File: config.mk
export PLATFORM = sky130hd
export DESIGN_NAME = bram_arbiter
export DESIGN_NICKNAME = d
export VERILOG_FILES = /design/src/rtl/bram_arbiter.sv
export SDC_FILE = /design/constraint.sdc
export NUM_CORES = 1
export LEC_CHECK = 0
export ABC_AREA = 1
export BUFFER_PORTS_ARGS = -buffer_cell sky130_fd_sc_hd__buf_2
export CAP_MARGIN = 25
export CORE_MARGIN = 3
export CORE_UTILIZATION = 50
export DETAILED_ROUTE_END_ITERATION = 16
export PLACE_DENSITY = 0.89
export SLEW_MARGIN = 20
export SYNTH_ARGS = -nofsm -noshare
export SYNTH_HDL_FRONTEND = slang
export SYNTH_SLANG_ARGS = --single-unit
File: constraint.sdc
create_clock -name wb_clk_i -period 2.2 [get_ports wb_clk_i]
set_input_delay 0.22 -clock wb_clk_i [delete_from_list [all_inputs] [get_ports wb_clk_i]]
set_output_delay 0.22 -clock wb_clk_i [all_outputs]
set_load 0.05 [all_outputs]
File: src/rtl/bram_arbiter.sv
// Shares a single-port BRAM between the Wishbone slave and a local engine port.
// Decodes the Wishbone address window, arbitrates round-robin and times the read latency.
module bram_arbiter #(
    parameter int unsigned ADDR_W    = 15,
    parameter int unsigned RD_LAT    = 10,
    parameter logic [31:0] BASE_ADDR = 32'h3800_0000,
    parameter logic [31:0] WIN_SIZE  = 32'h0040_0000
) (
    input  logic              wb_clk_i,
    input  logic              wb_rst_i,
    input  logic              wbs_stb_i,
    input  logic              wbs_cyc_i,
    input  logic              wbs_we_i,
    input  logic [3:0]        wbs_sel_i,
    input  logic [31:0]       wbs_adr_i,
    input  logic [31:0]       wbs_dat_i,
    output logic              wbs_ack_o,
    output logic [31:0]       wbs_dat_o,
    input  logic              eng_req,
    input  logic              eng_we,
    input  logic [ADDR_W-1:0] eng_adr,
    input  logic [31:0]       eng_wdat,
    output logic              eng_ack,
    output logic [31:0]       eng_rdat,
    output logic              bram_en,
    output logic [3:0]        bram_we,
    output logic [ADDR_W+1:0] bram_a,
    output logic [31:0]       bram_di,
    input  logic [31:0]       bram_do,
    output logic              busy
);

    localparam int unsigned CNT_W = 4;
    localparam logic [32:0] WIN_END = 33'(BASE_ADDR) + 33'(WIN_SIZE);
    localparam logic OWN_WB  = 1'b0;
    localparam logic OWN_ENG = 1'b1;

    typedef enum logic [1:0] {IDLE, ACCESS, WAIT, RESP} state_e;

    state_e             state_q, state_d;
    logic               last_q, last_d;
    logic               owner_q, owner_d;
    logic               wr_q, wr_d;
    logic               oow_q, oow_d;
    logic [CNT_W-1:0]   cnt_q, cnt_d;
    logic               en_d, wack_d, eack_d, busy_d;
    logic [3:0]         we_d;
    logic [ADDR_W+1:0]  a_d;
    logic [31:0]        di_d, wdat_d, erdat_d;

    logic               wb_req_c;
    logic               in_win_c;
    logic [ADDR_W-1:0]  wb_word_c;
    logic               pick_c;

    assign wb_req_c  = wbs_stb_i & wbs_cyc_i;
    assign in_win_c  = (wbs_adr_i >= BASE_ADDR) && (33'(wbs_adr_i) < WIN_END);
    assign wb_word_c = ADDR_W'((wbs_adr_i - BASE_ADDR) >> 2);
    assign pick_c    = (wb_req_c & eng_req) ? ~last_q : (wb_req_c ? OWN_WB : OWN_ENG);

    // Next-state and next-output logic; pulses and BRAM strobes default to 0.
    always_comb begin
        state_d = state_q;
        last_d  = last_q;
        owner_d = owner_q;
        wr_d    = wr_q;
        oow_d   = oow_q;
        cnt_d   = cnt_q;
        en_d    = 1'b0;
        we_d    = 4'h0;
        a_d     = '0;
        di_d    = 32'h0;
        wack_d  = 1'b0;
        eack_d  = 1'b0;
        wdat_d  = wbs_dat_o;
        erdat_d = eng_rdat;
        case (state_q)
            IDLE: begin
                if (wb_req_c | eng_req) begin
                    owner_d = pick_c;
                    last_d  = pick_c;
                    state_d = ACCESS;
                    if (pick_c == OWN_WB) begin
                        wr_d  = wbs_we_i;
                        oow_d = ~in_win_c;
                        if (in_win_c) begin
                            en_d = 1'b1;
                            a_d  = {wb_word_c, 2'b00};
                            if (wbs_we_i) begin
                                we_d = wbs_sel_i;
                                di_d = wbs_dat_i;
                            end
                        end
                    end else begin
                        wr_d  = eng_we;
                        oow_d = 1'b0;
                        en_d  = 1'b1;
                        a_d   = {eng_adr, 2'b00};
                        if (eng_we) begin
                            we_d = 4'hF;
                            di_d = eng_wdat;
                        end
                    end
                end
            end
            ACCESS: begin
                if (wr_q | oow_q) begin
                    state_d = RESP;
                    if (owner_q == OWN_WB) wack_d = 1'b1;
                    else                   eack_d = 1'b1;
                    if (oow_q && !wr_q)    wdat_d = 32'h0;
                end else begin
                    state_d = WAIT;
                    cnt_d   = CNT_W'(RD_LAT - 1);
                end
            end
            WAIT: begin
                if (cnt_q == '0) begin
                    state_d = RESP;
                    if (owner_q == OWN_WB) begin
                        wack_d = 1'b1;
                        wdat_d = bram_do;
                    end else begin
                        eack_d  = 1'b1;
                        erdat_d = bram_do;
                    end
                end else begin
                    cnt_d = cnt_q - 1'b1;
                end
            end
            RESP: state_d = IDLE;
            default: state_d = IDLE;
        endcase
        busy_d = (state_d != IDLE);
    end

    // State and registered outputs.
    always_ff @(posedge wb_clk_i or negedge wb_rst_i) begin
        if (!wb_rst_i) begin
            state_q   <= IDLE;
            last_q    <= OWN_ENG;
            owner_q   <= OWN_WB;
            wr_q      <= 1'b0;
            oow_q     <= 1'b0;
            cnt_q     <= '0;
            bram_en   <= 1'b0;
            bram_we   <= 4'h0;
            bram_a    <= '0;
            bram_di   <= 32'h0;
            wbs_ack_o <= 1'b0;
            eng_ack   <= 1'b0;
            wbs_dat_o <= 32'h0;
            eng_rdat  <= 32'h0;
            busy      <= 1'b0;
        end else begin
            state_q   <= state_d;
            last_q    <= last_d;
            owner_q   <= owner_d;
            wr_q      <= wr_d;
            oow_q     <= oow_d;
            cnt_q     <= cnt_d;
            bram_en   <= en_d;
            bram_we   <= we_d;
            bram_a    <= a_d;
            bram_di   <= di_d;
            wbs_ack_o <= wack_d;
            eng_ack   <= eack_d;
            wbs_dat_o <= wdat_d;
            eng_rdat  <= erdat_d;
            busy      <= busy_d;
        end
    end

endmodule

==> results of run 1 <==
## cells by family after synthesis
family / Yosys count
xor+xnor: 1
simple gates: 299
flops: 129
other cells: 1
fa+ha+maj: 4
buf+inv: 76
compound gates: 97
## sequential cells by signal (all words and copies together), names as in the netlist
name,flops
owner_q,1
bram_di,32
oow_q,1
last_q,1
bram_a,15
cnt_q,4
busy,1
wbs_ack_o,1
eng_ack,1
wr_q,1
eng_rdat,32
bram_en,1
wbs_dat_o,32
state_q,2
bram_we,4
## tightest hold or removal path: stages
cell	delay, ps
buf_2	70
nand2_1	50
o21ai_2	40
## placed cells by master (no fill, tap or decap)
master           n
or2_0            1
buf_12           3
nand3_1         67
inv_1           34
o21ai_0         16
nor2_8           2
nor2_2           2
clkbuf_8         1
nand4_2          1
inv_2            5
buf_2          264
nand3_2          2
ha_1             4
o21ai_2         43
o21ai_1          1
dfstp_2          1
conb_1           2
clkinv_4         3
dfrtp_1        128
o211ai_1         1
nand2_2          1
nand4_1          3
nand2_1        204
xor2_1           1
dlygate4sd3_1    1
nand3_4          1
bufinv_16        6
buf_4           10
clkinvlp_4       1
nand2_4          1
nor2_1          12
nor2_4           2
clkbuf_16       17
a21oi_1         36
inv_6            2
## metal layers
metal | track usage | vias up | share of wire
li1 | - | 2467 | -
met1 | 0.316 | 2404 | 0.39
met2 | 0.416 | 251 | 0.50
met3 | 0.0771 | 27 | 0.090
met4 | 0.0881 | 2 | 0.023
met5 | 0 | - | 0.00082
## power by group
group / leakage (nW) / switching [W] / internal (W)
Sequential: 1.68 / 0.000376 / 0.00314
Combinational: 2.27 / 0.00430 / 0.00124
Clock: 0.323 / 0.00104 / 0.00216
Total: 4.27 / 0.00571 / 0.00654
## area by class of cell
class                           instances  area [um^2]
Multi-Input combinational cell        403         2030
Clock buffer                           18          439
Fill cell                             839         3220
Clock inverter                         12          231
Tap cell                              140          175
Inverter                               39          146
Timing Repair Buffer                  278         1470
Sequential cell                       129         3230
## metrics by stage
step,instance area [um^2],instances,total power (W)
global placement,7040,988,0.00896
global route,7720,1019,0.0129
detailed placement,7040,988,0.00911
floorplan,5670,608,0.00779
finish,7720,1019,0.0123
CTS,7720,1019,0.0124
## timing repair
item,4_1_cts,5_1_grt
endpoints found under the hold margin,33,0
hold buffers,1,0
gates resized for setup,0,0
## worst paths after layout
check / startpoint / endpoint / slack (ps) / cells past startpoint
max reg2reg: cnt_q[0]$_DFFE_PN0P_ / eng_rdat[8]$_DFFE_PN0P_ / 420 / 8
min in group asynchronous: wb_rst_i / wbs_dat_o[20]$_DFFE_PN0P_ / 320 / 2
max in group asynchronous: wb_rst_i / last_q$_DFFE_PN1P_ / 1170 / 3
min reg2reg: eng_rdat[6]$_DFFE_PN0P_ / eng_rdat[6]$_DFFE_PN0P_ / 470 / 2
min: eng_adr[12] / bram_a[14]$_DFF_PN0_ / 20 / 3
max: cnt_q[0]$_DFFE_PN0P_ / eng_rdat[8]$_DFFE_PN0P_ / 420 / 8
==> impl_metrics.py, run 1 <==
metrics = {
    "run_status": {
        "status": "finished clean",
    },
    "routing": {
        "wl_per_cell_um": 15.5,
        "drc": 0,
        "drtIter0Drc": 475,
        "vias": 5151,
        "wl_um": 15800,
        "final_antenna_net_count": 0,
        "vias_per_cell": 5.05,
        "dr.pass1.iters": 4,
    },
    "finish": {
        "drive_above_1_share": 0.419,
        "fin_util": 0.706,
        "diodes": 0,
        "area_delta_synth_final_pct": 36.2,
        "nets": 1026,
    },
    "die": {
        "dieHeight_um": 112,
        "die_w_um": 112,
        "io_pins": 275,
        "dieArea_mm2": 0.0126,
        "core-area_mm2": 0.0109,
        "num_rows": 38,
        "initial_core_util": 0.518,
    },
    "job": {
        "maxCapViolCount": 0,
    },
    "synthesis": {
        "avgSynthCellArea_um2": 9.34,
        "synth-xor-area-share": 0.00155,
        "synth_compound_area_frac": 0.115,
        "async_flop_share": 1.00,
        "synthTopCellsByCount": "nand2_1, dfrtp_1, nand3_1",
        "synth_fa_ha_area_frac": 0.00883,
        "yosys.area_share.simple": 0.232,
        "synth_top_area_share": 0.565,
        "synth_cells": 607,
        "synthMuxAreaShare": 0,
        "synth_top_family_by_area": "simple AND/OR/NAND/NOR gates",
        "synth-edff-count": 0,
        "ys_seq_area_frac": 0.570,
        "synth.most_common_cell": "nand2_1",
        "synthesis.area_mm2": 0.00567,
        "synth.distinct_cells": 30,
        "ys.flop_type": "dfrtp_1",
        "yosysWarningCount": 0,
        "yosys.area.top_type": "dfrtp_1",
        "synth_seq_cells": 129,
        "synthTopCellsByArea": "dfrtp_1, nand2_1, o21ai_2",
    },
    "pwr": {
        "power_density_mw_per_mm2": 1590,
        "leakage_nw": 4.27,
        "ir_worst_vdd_mv": 1.18,
    },
    "sta": {
        "setup_viol": 0,
        "tightest_slew_ps": 556,
        "rsz0062_at_grt": "false",
        "drv_slew": 0,
        "worst_hold_slack_ps": 23.1,
        "slew_headroom": 0.629,
        "period_minus_slack_ps": 1780,
        "period_share": 0.811,
        "fin_ws_ps": 416,
        "hold_viol": 0,
        "clock_skew_ps": 12.5,
        "max_freq_mhz": 561,
        "final.setup.tns_ps": 0,
    },
    "grt": {
        "grt_first_pass_wirelength_um": 25500,
        "track_usage": 0.252,
        "grt_max_degree": 65,
        "grt_overflow": 0,
        "grt_pass1_vias": 5146,
        "antenna_found_initial": 1,
    },
    "cts": {
        "cts.htree.levels": 4,
        "post-cts-setup-buffers": 0,
        "cts-root-buf": "clkbuf_16",
        "clkSinkCount": 129,
        "cts_made_buffers": 17,
        "worstSkewPairLatency_ps": 400,
        "cts.clk_slew.worst_paths_ps": 60,
        "cts_tree": "yes",
        "clockBufferDepth": 2,
    },
    "placed_design": {
        "gp_congestion": 0.835,
        "port_buffers": 265,
        "dp_slack_ps": 439,
        "dp.final_hpwl_um": 11600,
    },
    "setup_path": {
        "crit_path_end_kind": "register",
        "cp_num_buf_inv": 3,
        "crit_family": "buffers and inverters",
        "crit_path_start_kind": "register",
        "path_cells": "inv_1 -> ha_1 -> nand4_2 -> inv_2 -> nand2_1 -> buf_4 -> nand2_1 -> nand2_1",
        "cp_slowest_cell": "dfrtp_1",
        "critPathMaxStageDelay_ps": 390,
        "cpMostUsedCell": "nand2_1",
        "critPathArrivalTime_ps": 2060,
        "required_ps": 2470,
        "cp_max_fo": 32,
        "path_class": "reg -> reg",
    },
    "hold_path": {
        "hold_class": "in -> reg",
    },
}
Note: power is estimated with default switching activity, not from simulation.
==> inputs of run 2 (changes only) <==
--- a/config.mk
+++ b/config.mk
@@ -9,9 +9,9 @@
 export BUFFER_PORTS_ARGS = -buffer_cell sky130_fd_sc_hd__buf_2
 export CAP_MARGIN = 25
 export CORE_MARGIN = 3
-export CORE_UTILIZATION = 50
+export CORE_UTILIZATION = 42
 export DETAILED_ROUTE_END_ITERATION = 16
-export PLACE_DENSITY = 0.89
+export PLACE_DENSITY = 0.8
 export SLEW_MARGIN = 20
 export SYNTH_ARGS = -nofsm -noshare
 export SYNTH_HDL_FRONTEND = slang
==> constraint.sdc (replaced) <==
create_clock -name wb_clk_i -period 1.49 [get_ports wb_clk_i]
set_input_delay 0.149 -clock wb_clk_i [delete_from_list [all_inputs] [get_ports wb_clk_i]]
set_output_delay 0.149 -clock wb_clk_i [all_outputs]
set_load 0.05 [all_outputs]
==> run 2 against run 1 <==
Compared with the run above: the run now ends with setup timing left; flip-flop and latch count stayed put; largest power group unchanged; clock skew grew 2.8 ps; power up 64%; sequential power grew 53%; cell count grew 18%; worst setup slack worse by 550 ps; sequential share of layout area down 8.9 points; via count up 24%; design area rose by 27%; first-iteration DRC count up 27%; die area rose by 18%; hold slack worse by 8.9 ps.
==> impl_metrics.py, run 2 (synthesized netlist as in run 1, its figures left out) <==
metrics = {
    "run_status": {
        "status": "finished with violations",
        "violations": "setup timing",
    },
    "cts": {
        "cts_made_buffers": 17,
        "clockBufferDepth": 2,
        "cts_tree": "yes",
        "worstSkewPairLatency_ps": 420,
        "cts.clk_slew.worst_paths_ps": 60,
        "clkSinkCount": 129,
        "cts-root-buf": "clkbuf_16",
        "cts.htree.levels": 4,
    },
    "placed_design": {
        "gp_congestion": 0.793,
        "port_buffers": 265,
        "dp.final_hpwl_um": 11700,
        "placed_area_mm2": 0.00733,
    },
    "routing": {
        "wl_per_cell_um": 19.6,
        "drc": 0,
        "vias_per_cell": 5.28,
        "wl_um": 23700,
        "drtIter0Drc": 605,
        "vias": 6364,
        "final_antenna_net_count": 0,
        "dr.pass1.iters": 5,
    },
    "grt": {
        "track_usage": 0.275,
        "grt_first_pass_wirelength_um": 31400,
        "antenna_found_initial": 1,
        "grt_max_degree": 38,
        "grt_overflow": 0,
        "grt_pass1_vias": 6125,
    },
    "sta": {
        "period_minus_slack_ps": 1630,
        "hold_viol": 0,
        "period_share": 1.09,
        "fin_ws_ps": -138,
        "slew_headroom": 0.637,
        "tightest_slew_ps": 545,
        "max_freq_mhz": 614,
        "setup_viol": 52,
        "clock_skew_ps": 15.4,
        "rsz0062_at_grt": "true",
        "drv_slew": 0,
    },
    "pwr": {
        "ir_worst_vdd_mv": 0.891,
        "power_density_mw_per_mm2": 2050,
        "finalPower_w": 0.0201,
        "leakage_nw": 5.00,
    },
    "die": {
        "core-area_mm2": 0.0129,
        "dieArea_mm2": 0.0149,
        "die_w_um": 122,
        "dieHeight_um": 122,
        "num_rows": 41,
        "io_pins": 275,
        "initial_core_util": 0.438,
    },
    "setup_path": {
        "crit_path_start_kind": "register",
        "crit_path_end_kind": "register",
        "r2r_slack_ps": -140,
        "critPathArrivalTime_ps": 1930,
        "required_ps": 1790,
        "cp_max_fo": 9,
        "path_class": "reg -> reg",
    },
    "finish": {
        "fin_util": 0.759,
        "finish.instance_area_mm2": 0.00981,
        "nets": 1175,
        "area_delta_synth_final_pct": 73.1,
        "drive_above_1_share": 0.471,
        "reg.largest.list": "bram_di (32), eng_rdat (32), wbs_dat_o (32)",
        "final_cell_mix": "buf_2, nand2_1, dfrtp_1",
        "final_common_cell": "buf_2",
    },
    "job": {
        "maxCapViolCount": 0,
    },
    "hold_path": {
        "hold_class": "in -> reg",
    },
}
[run 2: cell types whose count changed in the layout (fill, tap and decap cells not counted), sizes merged]
cell	previous run	this run
nand3	70	71
dlygate4sd3	1	117
clkinv	3	6
buf	277	300
bufinv	6	2
clkinvlp	1	3
diode	0	4
clkbuf	18	27
[run 2: what timing repair did]
item / CTS / global route
setup buffers: 1 / 2
pin swaps: 0 / 24
resized for setup: 5 / 110
setup endpoints to repair: 82 / 112
endpoints found under the hold margin: 219 / 0
hold buffers: 117 / 0
cloned: 1 / 13
[run 2: where the power goes]
group / switching (W) / internal, W
clock network: 0.00162 / 0.00250
logic: 0.00737 / 0.00320
registers: 0.000747 / 0.00464
total: 0.00973 / 0.0103
[run 2: per-layer routing]
layer  track usage  share of wire
met1         0.299           0.34
met4         0.142          0.052
met5             0        0.00063
met3         0.103           0.10
met2         0.467           0.50
[run 2: critical path, cell delays in order, from the launching register on]
cell     delay [ps]
dfrtp_1         380
inv_2            70
ha_2            170
inv_2            40
buf_4           130
o21ai_4         200
nand2_8         140
buf_6           180
nand2_1         110
o21ai_2          80
[run 2: layout make-up]
class                      instances  area [um^2]
sequential                       129         3230
timing repair buffer             426         3200
fill                             758         3120
multi-input combinational        404         2430
clock buffer                      18          439
tap                              172          215
inverter                          39          149
clock inverter                    13          138
antenna                            4         10.0
[run 2: stage by stage]
step                worst slack (ps)  TNS (ps)  hold WS (ps)  instances
finish                          -138     -2320          14.1       1205
global placement               -79.0      -718          82.8       1036
detailed placement              -109     -4000          78.7       1036
CTS                            -38.2      -711          1.53       1186
floorplan                       55.2         0          -147        608
global route                    -192     -9400         -1.97       1201
[run 2: final timing paths]
path,startpoint,to,cells past startpoint
min,bram_do[3],eng_rdat[3]$_DFFE_PN0P_,3
max,state_q[1]$_DFF_PN0_,wbs_dat_o[25]$_DFFE_PN0P_,9
min reg2reg,eng_rdat[11]$_DFFE_PN0P_,eng_rdat[11]$_DFFE_PN0P_,2
max reg2reg,state_q[1]$_DFF_PN0_,wbs_dat_o[25]$_DFFE_PN0P_,9
max in group asynchronous,wb_rst_i,last_q$_DFFE_PN1P_,3
min in group asynchronous,wb_rst_i,eng_rdat[3]$_DFFE_PN0P_,2
==> inputs of run 3 (changes only) <==
--- a/config.mk
+++ b/config.mk
@@ -11,6 +11,7 @@
 export CORE_MARGIN = 3
 export CORE_UTILIZATION = 42
 export DETAILED_ROUTE_END_ITERATION = 16
+export GPL_TIMING_DRIVEN = 0
 export PLACE_DENSITY = 0.8
 export SLEW_MARGIN = 20
 export SYNTH_ARGS = -nofsm -noshare
==> run 3 against run 2 <==
Compared with the run above: fmax increased by 3.4%; die area unchanged; design area decreased by 3.2%; hold slack got worse by 1.7 ps; flip-flop and latch count unchanged; critical path depth decreased by 1; via count decreased by 2.9%; combinational power decreased by 9%; largest power group unchanged; critical endpoint is now bram_di[10]$_DFF_PN0_; the run still ends with setup timing left.
==> impl_metrics.py, run 3 (synthesized netlist as in run 1, its figures left out) <==
metrics = {
    "run_status": {
        "status": "finished with violations",
        "violations": "setup timing",
    },
    "die": {
        "dieArea_mm2": 0.0149,
        "io_pins": 275,
        "num_rows": 41,
        "dieHeight_um": 122,
        "core-area_mm2": 0.0129,
        "initial_core_util": 0.438,
        "die_w_um": 122,
    },
    "routing": {
        "vias_per_cell": 5.09,
        "dr.pass1.iters": 8,
        "drtIter0Drc": 394,
        "final_antenna_net_count": 0,
        "wl_um": 21900,
        "wl_per_cell_um": 18.0,
        "drc": 0,
        "vias": 6181,
    },
    "sta": {
        "max_freq_mhz": 635,
        "tightest_slew_ps": 537,
        "period_minus_slack_ps": 1570,
        "final.setup.tns_ps": -670,
        "clock_skew_ps": 18.6,
        "rsz0062_at_grt": "true",
        "slew_headroom": 0.642,
        "worst_hold_slack_ps": 12.4,
        "setup_viol": 26,
        "fin_ws_ps": -84.4,
        "period_share": 1.06,
        "hold_viol": 0,
        "drv_slew": 0,
    },
    "job": {
        "maxCapViolCount": 0,
    },
    "placed_design": {
        "placed_cells": 1046,
        "gp_congestion": 0.808,
        "port_buffers": 265,
        "placed_area_mm2": 0.00725,
        "dp.final_hpwl_um": 12600,
    },
    "grt": {
        "grt_max_degree": 82,
        "grt_overflow": 0,
        "grt_pass1_vias": 6343,
        "antenna_found_initial": 2,
        "track_usage": 0.277,
        "grt_first_pass_wirelength_um": 32000,
    },
    "cts": {
        "cts-root-buf": "clkbuf_16",
        "cts_tree": "yes",
        "cts.htree.levels": 4,
        "cts.clk_slew.worst_paths_ps": 60,
        "clockBufferDepth": 2,
        "worstSkewPairLatency_ps": 420,
        "clkSinkCount": 129,
        "cts_made_buffers": 17,
    },
    "pwr": {
        "leakage_nw": 4.96,
        "power_density_mw_per_mm2": 2010,
        "ir_worst_vdd_mv": 0.988,
    },
    "setup_path": {
        "path_class": "reg -> reg",
        "required_ps": 1830,
        "critPathMaxStageDelay_ps": 520,
        "crit_path_end_kind": "register",
        "rr_worst_depth": 8,
        "path_cells": "inv_2 -> nand2_2 -> nand2_4 -> nor2_4 -> buf_4 -> buf_6 -> nand3_1 -> a21oi_2",
        "crit_path_start_kind": "register",
        "r2r_slack_ps": -80,
        "cp_max_fo": 7,
        "r2r_end": "bram_di[10]$_DFF_PN0_",
        "cp_slowest_cell": "dfstp_2",
        "timing.rr.start": "last_q$_DFFE_PN1P_",
        "critPathArrivalTime_ps": 1920,
    },
    "hold_path": {
        "min_from": "wbs_adr_i[16]",
        "hold_depth": 3,
        "hold_end": "bram_a[16]$_DFF_PN0_",
        "hold_class": "in -> reg",
    },
    "finish": {
        "drive_above_1_share": 0.445,
        "final_cell_mix": "buf_2, nand2_1, dfrtp_1",
        "finish.instance_area_mm2": 0.00949,
        "final_common_cell": "buf_2",
        "stdcell_count": 1214,
        "area_delta_synth_final_pct": 67.5,
        "nets": 1184,
        "reg.largest.list": "bram_di (32), eng_rdat (32), wbs_dat_o (32)",
        "fin_util": 0.734,
    },
}
-- run 3: changes by cell type in the layout (fill, tap and decap cells not counted), moves of 8 or more --
cell	previous run	this run
nand2_1	161	191
nand3_1	46	59
clkbuf_16	26	18
nand2_2	35	8
buf_6	5	17
nand3_2	21	8
buf_12	14	0
a21oi_1	26	16
a21oi_2	10	20
-- run 3: report_power, final --
part           leakage (nW)  switching, W  internal (W)  total (W)
clock                 0.287       0.00165       0.00258    0.00423
combinational          2.99       0.00694       0.00267    0.00962
sequential             1.68      0.000599       0.00464    0.00523
total                  4.96       0.00920       0.00989     0.0191
-- run 3: per-stage QoR --
step           worst slack (ps)  power (W)
2_1_floorplan              55.2     0.0115
5_1_grt                    -143     0.0200
3_3_place_gp              -1480     0.0136
6_report                  -84.4     0.0191
3_5_place_dp               -190     0.0137
4_1_cts                    4.98     0.0185
-- run 3: repair_timing --
action | in CTS | in global routing
setup buffers | 8 | 6
endpoints found under the setup margin | 102 | 113
hold buffers | 116 | 0
endpoints found under the hold margin | 142 | 0
pin swaps | 4 | 16
cloned | 0 | 3
gates resized for setup | 22 | 73
-- run 3: worst max path at each step --
stage / endpoint / slack (ps) / startpoint
2_1_floorplan: wbs_dat_o[0]$_DFFE_PN0P_ / 60 / state_q[0]$_DFF_PN0_
3_3_place_gp: bram_di[6]$_DFF_PN0_ / -1480 / wb_rst_i
3_5_place_dp: eng_rdat[7]$_DFFE_PN0P_ / -190 / state_q[0]$_DFF_PN0_
4_1_cts: wbs_dat_o[12]$_DFFE_PN0P_ / 5 / state_q[0]$_DFF_PN0_
5_1_grt: bram_di[10]$_DFF_PN0_ / -140 / last_q$_DFFE_PN1P_
6_report: bram_di[10]$_DFF_PN0_ / -80 / last_q$_DFFE_PN1P_
-- run 3: critical path, delay by kind of cell (launching register included) --
| family | cells | cell delay (ps) |
|---|---|---|
| buffers and inverters | 3 | 320 |
| DFF | 1 | 520 |
| AOI/OAI and AO/OA | 1 | 160 |
| and+or+nand+nor | 4 | 480 |
-- run 3: area by class of cell --
type,count,area [um^2]
fillers,835,3430
flip-flops and latches,129,3230
repair buffers,399,2690
multi-input cells,403,2260
clock buffers,19,453
plain buffers,37,337
well taps,172,215
clock inverters,13,153
inverters,39,146
diodes,3,7.51
-- run 3: layer usage --
layer	vias to the layer above	routed length, um	global-route usage
li1	2802	-	-
met2	383	11200	0.479
met3	57	2190	0.104
met1	2937	7860	0.302
met4	2	630	0.126
met5	-	9	0
